--- config.mk ---
export PLATFORM = sky130hd
export DESIGN_NAME = sdfm_dfilt_flat
export DESIGN_NICKNAME = d
export VERILOG_FILES = /design/src/rtl/sdfm_dfilt_if.sv /design/src/rtl/sdfm_dfilt.sv /design/src/flat_wrapper.sv
export SDC_FILE = /design/constraint.sdc
export NUM_CORES = 1
export LEC_CHECK = 0
export ABC_AREA = 0
export BUFFER_PORTS_ARGS = -buffer_cell sky130_fd_sc_hd__clkbuf_2
export CAP_MARGIN = 20
export CORE_ASPECT_RATIO = 0.7
export CORE_MARGIN = 2
export CORE_UTILIZATION = 41
export DETAILED_ROUTE_END_ITERATION = 10
export HOLD_SLACK_MARGIN = 0.15
export PLACE_DENSITY = 0.53
export SYNTH_ARGS = -nofsm -noshare
export SYNTH_HDL_FRONTEND = slang
export SYNTH_SLANG_ARGS = --single-unit
--- constraint.sdc ---
create_clock -name SYSCLK -period 10.1 [get_ports SYSCLK]
set_input_delay 2.02 -clock SYSCLK [delete_from_list [all_inputs] [get_ports SYSCLK]]
set_output_delay 2.02 -clock SYSCLK [all_outputs]
set_load 0.01 [all_outputs]
--- src/rtl/sdfm_dfilt_if.sv ---
// Channel-side bundle for one SDFM data filter: modulator bit stream in, result FIFO read port out.
interface sdfm_dfilt_if #(
  parameter int ACC_W = 32,
  parameter int CNT_W = 3
);
  logic             bit_valid;
  logic             bit_in;
  logic             rd_en;
  logic [ACC_W-1:0] rd_data;
  logic             empty;
  logic [CNT_W-1:0] level;

  modport master (
    output bit_valid, bit_in, rd_en,
    input  rd_data, empty, level
  );

  modport slave (
    input  bit_valid, bit_in, rd_en,
    output rd_data, empty, level
  );
endinterface

--- src/rtl/sdfm_dfilt.sv ---
// Sigma-delta data filter: runtime Sinc1/2/3 CIC decimator with programmable ratio,
// three-stage pipeline (integrate, comb, push) feeding a show-ahead result FIFO.
module sdfm_dfilt #(
  parameter int DEC_W      = 16,
  parameter int ACC_W      = 32,
  parameter int FIFO_DEPTH = 4,
  parameter int CNT_W      = 3
) (
  input  logic             SYSCLK,
  input  logic             SYSRSTn,
  sdfm_dfilt_if.slave      bus,
  input  logic             reg_filten,
  input  logic [1:0]       reg_filtst,
  input  logic [DEC_W-1:0] reg_filtdec,
  input  logic             reg_filtask,
  input  logic             ovf_clr,
  output logic             ovf,
  output logic             irq
);
  localparam int PTR_W = CNT_W - 1;

  // shadow configuration
  logic             filten_q;
  logic [1:0]       shd_st;
  logic [DEC_W-1:0] shd_dec;
  logic             en_rise;
  logic [1:0]       cur_st;
  logic [DEC_W-1:0] cur_dec;
  logic [1:0]       ord_m1;

  // the enabling cycle already runs with the incoming configuration
  always_comb begin
    en_rise = reg_filten & ~filten_q;
    cur_st  = en_rise ? reg_filtst  : shd_st;
    cur_dec = en_rise ? reg_filtdec : shd_dec;
    case (cur_st)
      2'b00:   ord_m1 = 2'd0;
      2'b01:   ord_m1 = 2'd1;
      default: ord_m1 = 2'd2;
    endcase
  end

  always_ff @(posedge SYSCLK or negedge SYSRSTn) begin
    if (!SYSRSTn) begin
      filten_q <= 1'b0;
      shd_st   <= 2'b00;
      shd_dec  <= '0;
    end else begin
      filten_q <= reg_filten;
      if (en_rise) begin
        shd_st  <= reg_filtst;
        shd_dec <= reg_filtdec;
      end
    end
  end

  // integrate stage
  logic [ACC_W-1:0] x_map;
  logic [ACC_W-1:0] int1, int2, int3;
  logic [ACC_W-1:0] int1_n, int2_n, int3_n;
  logic [DEC_W-1:0] dec_cnt;
  logic [1:0]       settle_cnt;
  logic             dec_evt;
  logic             ev1;
  logic             ev1_push;

  always_comb begin
    x_map   = {{(ACC_W-1){~bus.bit_in}}, 1'b1};
    int1_n  = int1 + x_map;
    int2_n  = int2 + int1_n;
    int3_n  = int3 + int2_n;
    dec_evt = bus.bit_valid & (dec_cnt == cur_dec);
  end

  always_ff @(posedge SYSCLK or negedge SYSRSTn) begin
    if (!SYSRSTn) begin
      int1       <= '0;
      int2       <= '0;
      int3       <= '0;
      dec_cnt    <= '0;
      settle_cnt <= 2'd0;
      ev1        <= 1'b0;
      ev1_push   <= 1'b0;
    end else if (!reg_filten) begin
      int1       <= '0;
      int2       <= '0;
      int3       <= '0;
      dec_cnt    <= '0;
      settle_cnt <= 2'd0;
      ev1        <= 1'b0;
      ev1_push   <= 1'b0;
    end else begin
      ev1      <= dec_evt;
      ev1_push <= dec_evt & (settle_cnt >= ord_m1);
      if (bus.bit_valid) begin
        int1 <= int1_n;
        int2 <= int2_n;
        int3 <= int3_n;
        if (dec_evt) begin
          dec_cnt <= '0;
          if (settle_cnt < ord_m1) settle_cnt <= settle_cnt + 2'd1;
        end else begin
          dec_cnt <= dec_cnt + DEC_W'(1);
        end
      end
    end
  end

  // comb stage: suppressed events still advance the comb history
  logic [ACC_W-1:0] int_sel, c1, c2, c3, y;
  logic [ACC_W-1:0] cp1, cp2, cp3, res;
  logic             ev2;

  always_comb begin
    case (ord_m1)
      2'd0:    int_sel = int1;
      2'd1:    int_sel = int2;
      default: int_sel = int3;
    endcase
    c1 = int_sel - cp1;
    c2 = c1 - cp2;
    c3 = c2 - cp3;
    case (ord_m1)
      2'd0:    y = c1;
      2'd1:    y = c2;
      default: y = c3;
    endcase
  end

  always_ff @(posedge SYSCLK or negedge SYSRSTn) begin
    if (!SYSRSTn) begin
      cp1 <= '0;
      cp2 <= '0;
      cp3 <= '0;
      res <= '0;
      ev2 <= 1'b0;
    end else if (!reg_filten) begin
      cp1 <= '0;
      cp2 <= '0;
      cp3 <= '0;
      res <= '0;
      ev2 <= 1'b0;
    end else begin
      ev2 <= ev1 & ev1_push;
      if (ev1) begin
        cp1 <= int_sel;
        cp2 <= c1;
        cp3 <= c2;
        res <= y;
      end
    end
  end

  // push stage and result FIFO
  logic [ACC_W-1:0] mem [FIFO_DEPTH];
  logic [PTR_W-1:0] wr_ptr, rd_ptr;
  logic [CNT_W-1:0] level_q;
  logic             push, pop, wr, drop, full, empty_w;

  always_comb begin
    empty_w = (level_q == '0);
    full    = (level_q == CNT_W'(FIFO_DEPTH));
    push    = ev2 & reg_filten;
    pop     = bus.rd_en & ~empty_w;
    wr      = push & (~full | pop);
    drop    = push & full & ~pop;
  end

  always_ff @(posedge SYSCLK or negedge SYSRSTn) begin
    if (!SYSRSTn) begin
      for (int i = 0; i < FIFO_DEPTH; i++) mem[i] <= '0;
      wr_ptr  <= '0;
      rd_ptr  <= '0;
      level_q <= '0;
    end else begin
      if (wr) begin
        mem[wr_ptr] <= res;
        wr_ptr      <= wr_ptr + PTR_W'(1);
      end
      if (pop) rd_ptr <= rd_ptr + PTR_W'(1);
      case ({wr, pop})
        2'b10:   level_q <= level_q + CNT_W'(1);
        2'b01:   level_q <= level_q - CNT_W'(1);
        default: level_q <= level_q;
      endcase
    end
  end

  // a new overflow beats a coincident clear
  always_ff @(posedge SYSCLK or negedge SYSRSTn) begin
    if (!SYSRSTn) begin
      ovf <= 1'b0;
      irq <= 1'b0;
    end else begin
      if (drop)         ovf <= 1'b1;
      else if (ovf_clr) ovf <= 1'b0;
      irq <= reg_filtask & (~empty_w | ovf);
    end
  end

  assign bus.rd_data = mem[rd_ptr];
  assign bus.empty   = empty_w;
  assign bus.level   = level_q;

endmodule
--- src/flat_wrapper.sv ---
// flat-port wrapper written by rule: the top's interface ports become plain ports
module sdfm_dfilt_flat 
#(
  parameter int DEC_W      = 16,
  parameter int ACC_W      = 32,
  parameter int FIFO_DEPTH = 4,
  parameter int CNT_W      = 3
)
  (SYSCLK, SYSRSTn, reg_filten, reg_filtst, reg_filtdec, reg_filtask, ovf_clr, ovf, irq, bus_bit_valid, bus_bit_in, bus_rd_en, bus_rd_data, bus_empty, bus_level);
  sdfm_dfilt_if #(.ACC_W(ACC_W), .CNT_W(CNT_W)) bus_i ();
  input  logic SYSCLK;
  input  logic SYSRSTn;
  input  logic reg_filten;
  input  logic [1:0] reg_filtst;
  input  logic [DEC_W-1:0] reg_filtdec;
  input  logic reg_filtask;
  input  logic ovf_clr;
  output logic ovf;
  output logic irq;
  input wire logic [$bits(bus_i.bit_valid)-1:0] bus_bit_valid;
  input wire logic [$bits(bus_i.bit_in)-1:0] bus_bit_in;
  input wire logic [$bits(bus_i.rd_en)-1:0] bus_rd_en;
  output wire logic [$bits(bus_i.rd_data)-1:0] bus_rd_data;
  output wire logic [$bits(bus_i.empty)-1:0] bus_empty;
  output wire logic [$bits(bus_i.level)-1:0] bus_level;
  assign bus_i.bit_valid = bus_bit_valid;
  assign bus_i.bit_in = bus_bit_in;
  assign bus_i.rd_en = bus_rd_en;
  assign bus_rd_data = bus_i.rd_data;
  assign bus_empty = bus_i.empty;
  assign bus_level = bus_i.level;
  sdfm_dfilt #(.DEC_W(DEC_W), .ACC_W(ACC_W), .FIFO_DEPTH(FIFO_DEPTH), .CNT_W(CNT_W)) u_core (.SYSCLK(SYSCLK), .SYSRSTn(SYSRSTn), .bus(bus_i), .reg_filten(reg_filten), .reg_filtst(reg_filtst), .reg_filtdec(reg_filtdec), .reg_filtask(reg_filtask), .ovf_clr(ovf_clr), .ovf(ovf), .irq(irq));
endmodule
**After elaboration in Yosys (flattened, before gate mapping)**

Index checks and enable logic that the tools add are counted.

- Register bits after elaboration: 401
- Input bits: 26
- Logic and storage cells: 115

- Add/subtract/negate cells: 12
- Magnitude comparators: 5
- Eq/ne operators: 10
- Multiplexer cells: 38
- Bitwise logic cells: 19
- Reduce and logical (&&, ||, !) cells: 7

Operator list:

| kind | count |
|---|---|
| $mux 32 | 17 |
| $bwmux 128 | 1 |
| $pmux 32 s2 | 2 |
| $add 32x32->32 | 3 |
| $sub 32x32->32 | 3 |
| $bmux 32 s2 | 1 |
| $demux 32 s2 | 1 |
| $mux 16 | 4 |
| $add 16x1->16 const B | 1 |
| $eq 16x16->1 | 1 |
| $and 1x1->1 | 10 |
| $mux 2 | 5 |
| $ne 2x1->1 const B | 4 |
| $add 2x1->2 const B | 3 |
| $eq 2x1->1 const B | 3 |
| $ge 3x3->1 const B | 2 |
| $not 2->3 | 2 |
| $pmux 3 s2 | 1 |
| $mux 1 | 5 |
| $not 1->1 | 5 |
| $logic_not 2->1 | 2 |
| $pmux 2 s2 | 1 |
| $reduce_bool 2->1 | 2 |
| $add 3x1->3 const B | 1 |
| other kinds (10) | 11 |

**Depth between registers and ports, before layout**

- Word-level depth: 13
- Mapped depth: 41

**Worst setup path after synthesis**

OpenSTA, ideal clock, no wires.

- Path kind: input-to-reg
- Start: input reg_filten
- End: register u_core.res[31]
- Library setup time: 121 ps
- Data arrival time: 9605 ps
- Setup slack: 374 ps
- Stages on the path: 41
- Buffers on the path: 3
- Path through: nand2b_1 -> clkbuf_1 -> buf_2 -> mux2i_1 -> inv_1 -> clkbuf_1 -> nand2_1 -> a21oi_1 -> a21oi_1 -> ha_1 -> fa_1 -> nor2b_1 -> o21a_1 -> o21ai_1 -> a21oi_1 -> o211ai_1 -> a21oi_1 -> a2111oi_0 -> (+5 left out) -> and2_1 -> and3_1 -> a22oi_1 -> nand2b_1 -> a21oi_1 -> xnor2_1 -> ha_1 -> a21o_1 -> a21o_1 -> a21o_2 -> o21ai_0 -> a31oi_1 -> o311a_1 -> a311oi_1 -> xnor3_1 -> o22ai_2 -> xnor2_1 -> a22o_1

- Word-level cells in the longest chain between the ends: 12
- Elaborated cells on any way between the ends: 15

RTL lines:

| element | line | RTL |
|---|---|---|
| start, declared | flat_wrapper.sv:13 | `input logic reg_filten;` |
| $and 1x1->1 | sdfm_dfilt.sv:33 | `en_rise = reg_filten & ~filten_q;` |
| $mux 2 | sdfm_dfilt.sv:34 | `cur_st = en_rise ? reg_filtst : shd_st;` |
| $eq 2x1->1 / $logic_not 2->1 (equally long branches) | sdfm_dfilt.sv:36 | `case (cur_st)` |
| $pmux 2 s2 | sdfm_dfilt.sv:36 |  |
| $eq 2x1->1 / $logic_not 2->1 (equally long branches) | sdfm_dfilt.sv:115, sdfm_dfilt.sv:123 |  |
| $pmux 32 s2 | sdfm_dfilt.sv:115 | `case (ord_m1)` |
| $sub 32x32->32 | sdfm_dfilt.sv:120 | `c1 = int_sel - cp1;` |
| $sub 32x32->32 | sdfm_dfilt.sv:121 | `c2 = c1 - cp2;` |
| $sub 32x32->32 | sdfm_dfilt.sv:122 | `c3 = c2 - cp3;` |
| $pmux 32 s2 | sdfm_dfilt.sv:123 | `case (ord_m1)` |
| $mux 32 | sdfm_dfilt.sv:145 | `if (ev1) begin` |
| $mux 32 | sdfm_dfilt.sv:137 | `end else if (!reg_filten) begin` |
| end signal, assigned | sdfm_dfilt.sv:149 | `res <= y;` |
| end, declared | sdfm_dfilt.sv:111 | `logic [ACC_W-1:0] cp1, cp2, cp3, res;` |

Several ways; a longest one is shown, not always the timed one. The select of a mux whose other input is x is not followed.
A chain may end at the register's enable or synchronous reset.

**Final worst setup path**

Same ends and word-level chain as after synthesis.

==> parameters.txt <==
Parameter                              Value

Timing
  Max Fclk    106 MHz
  Number of hold-slack violations in the final timing report    0
  Final critical delay including setup and external delays    9.47 ns
  Worst slack on hold paths    0.479 ns
  Clock skew after layout    0.0312 ns
  Slew Viols, Final    0
  Worst Tran Pin Value    1.18 ns
  Final total negative setup slack    0 ns
  Final worst path period share    0.938
  RSZ-0062 raised after global routing    false
  Final-report setup violation count    0
  Relative slew slack    0.212

Finish
  Synth-to-Final Area Change    11.0%
  Most frequent cells in the layout    dfrtp_1, nor2_1, nand2_1
  Inserted Diodes    0
  Nets@finish    3089
  Commonest non-fill, non-tap cell in the layout    dfrtp_1
  Final-layout fill cell count    6194
  Layout cells sized above 1    0.133

Worst hold path
  Number of cells on the worst hold path    2
  Path type of the worst min-delay path    flip-flop to flip-flop
  Launch instance of the worst min-delay path    u_core.mem[57]
  WHS Endpoint    u_core.mem[57]

Job
  Maximum Capacitance Violations    0

Placement
  Routability cong.    0.896
  Half-perimeter wire length of the detailed placement result    54.2 mm
  Count of buffers from port buffering    63

Setup path
  Largest stage delay, worst path    0.48 ns
  Source of the worst register-to-register timing path    u_core.filten_q
  Crit start category    primary input
  Data required time at the worst endpoint    10.57 ns
  CP max stage cell    a31oi_1
  Crit path from    reg_filten
  Worst Reg2Reg Path Length in Cells    34
  Reg2Reg Capture Point    u_core.res[31]
  Critical path class    primary input to flip-flop
  Maximum fanout along the worst path    32
  Flop2flop setup slack    1.83 ns
  Element type at the critical path end    flip-flop
  Arrival time worst endpoint    9.94 ns

Synth
  Post-synth EDFFs    0
  Synth Area per Inst    9.55 µm²
  Post-synthesis net count    3042
  Share of the yosys chip area belonging to registers    0.373
  Warnings from Yosys    0
  FFs w/ async S/R, synth    1.00
  Yosys reg bits    401
  Number of distinct library cells after synthesis    85
  Cell count after synthesis    2816
  Top_reg_cell synth    dfrtp_1
  Cell area after synthesis    0.0269 mm²

Route
  Remaining antenna violation count after routing    0
  First-iteration detailed-routing DRC count    1646
  First-pass detailed-route iteration total    5
  Average wire length per cell after detail routing    19.8 µm
  Detail-routed via count per cell    5.64
  Number of remaining DRC errors    0
  Number of vias after detailed routing    21274
  Post-detailed-routing wire length    74.6 mm

Power
  Pwr/cell area    383 mW/mm²
  Pleak    14.0 nW
  Total chip power    0.0114 W
  Worst ir drop on vdd    0.262 mV

Clock network
  CTS clock-pin slew for the worst setup and hold paths    0.07 ns
  Number of clock buffers inserted by TritonCTS    45
  Maximum clock insertion buffer count    3
  CTS Root Buffer Type    clkbuf_16
  TritonCTS sink count    401
  CTS tree    done
  H-tree lvl count    2
  Worst-Skew Late Latency    0.61 ns
  Number of hold buffers added after cts    0

Die
  Initial Util    0.415
  Placement Rows    78
  Die extent in y    218 µm
  Width of the die    310 µm
  Area of the core    0.0648 mm²
  Die Footprint    0.0677 mm²
  Boundary pin count    64

Global routing
  Gr usage total    0.222
  Number of global-route vias before repair    20723
  Total gr overflow    0
  Number of antenna violations at the first check in global routing    3
  Wire length of the first global-routing pass    119 mm
  Largest net degree at the start of global routing    100

Outcome
  Result of the run    complete, no violations
## metrics by stage
stage | utilization | setup WS (ns) | std cells | instance area, µm²
final | 0.460 | 0.631 | 3775 | 29800
after global routing | 0.460 | 0.0666 | 3775 | 29800
after CTS | 0.459 | 0.724 | 3772 | 29800
after global placement | 0.437 | 0.266 | 3693 | 28300
after detailed placement | 0.437 | 0.157 | 3693 | 28300
after floorplan | - | 0.374 | 2816 | 26900
## layer usage
metal | global-route usage | wire length, µm | share of wire | up-vias
li1 | - | - | - | 10208
met1 | 0.349 | 38800 | 0.52 | 10437
met2 | 0.313 | 30200 | 0.40 | 548
met3 | 0.0395 | 4480 | 0.060 | 79
met4 | 0.0485 | 1200 | 0.016 | 2
met5 | 0 | 20 | 0.00027 | -
## registers in the layout, indices dropped and copies added (netlist names), 3 cells and up
name	flops
u_core.cp3	32
u_core.bus.level	3
u_core.mem	128
u_core.int1	32
u_core.cp1	32
u_core.dec_cnt	16
u_core.res	32
u_core.int3	32
u_core.cp2	32
u_core.int2	32
u_core.shd_dec	16
## synth_stat cells (89+ instances only)
library cell / n / area (µm²)
clkbuf_1: 89 / 334
inv_1: 164 / 616
ha_1: 193 / 2410
a21o_1: 95 / 713
dfrtp_1: 401 / 10000
nand2_1: 204 / 766
o21ai_0: 98 / 490
nor2_1: 289 / 1080
mux2_2: 137 / 1540
a21oi_1: 173 / 866
xnor2_1: 114 / 998
mux2i_1: 130 / 1300
## cells by family after synthesis
kind of cell / Yosys count / synth area share
AND/OR/NAND/NOR: 731 / 0.122
adder cells (fa/ha/maj): 200 / 0.0950
flip-flops: 401 / 0.373
AO/OA/AOI/OAI: 722 / 0.176
multiplexers: 300 / 0.133
buffers and inverters: 279 / 0.0402
XOR/XNOR: 183 / 0.0601
## area by class of cell
type | count | area (µm²) | share of cell area
Tap cell | 880 | 1100 | 0.0369
Clock buffer | 64 | 1280 | 0.0428
Timing Repair Buffer | 115 | 783 | 0.0262
Sequential cell | 401 | 10000 | 0.336
Inverter | 164 | 618 | 0.0207
Multi-Input combinational cell | 2136 | 15800 | 0.530
Clock inverter | 15 | 204 | 0.00683
## worst max path at each step
stage | end | slack, ns
3_3_place_gp | u_core.res[31] | 0.27
4_1_cts | u_core.res[31] | 0.72
3_5_place_dp | u_core.res[31] | 0.16
5_1_grt | u_core.res[31] | 0.07
2_1_floorplan | u_core.res[31] | 0.37
6_report | u_core.res[31] | 0.63
## power by group
group | switching, W | internal, W
Clock | 0.000720 | 0.000963
Sequential | 0.000138 | 0.00175
Combinational | 0.00462 | 0.00324
## worst max-delay path, delay by kind of cell
family / cells / cell delay [ns]
compound gates: 19 / 4.41
xor+xnor: 3 / 0.60
simple gates: 6 / 1.09
mux: 1 / 0.37
buf+inv: 3 / 0.41
fa+ha+maj: 3 / 1.02
## repair_timing
item                       4_1_cts  5_1_grt
gates resized for setup          0        1
setup buffers                    0        0
setup endpoints to repair        0        1
(Power assumes the default switching activity.)
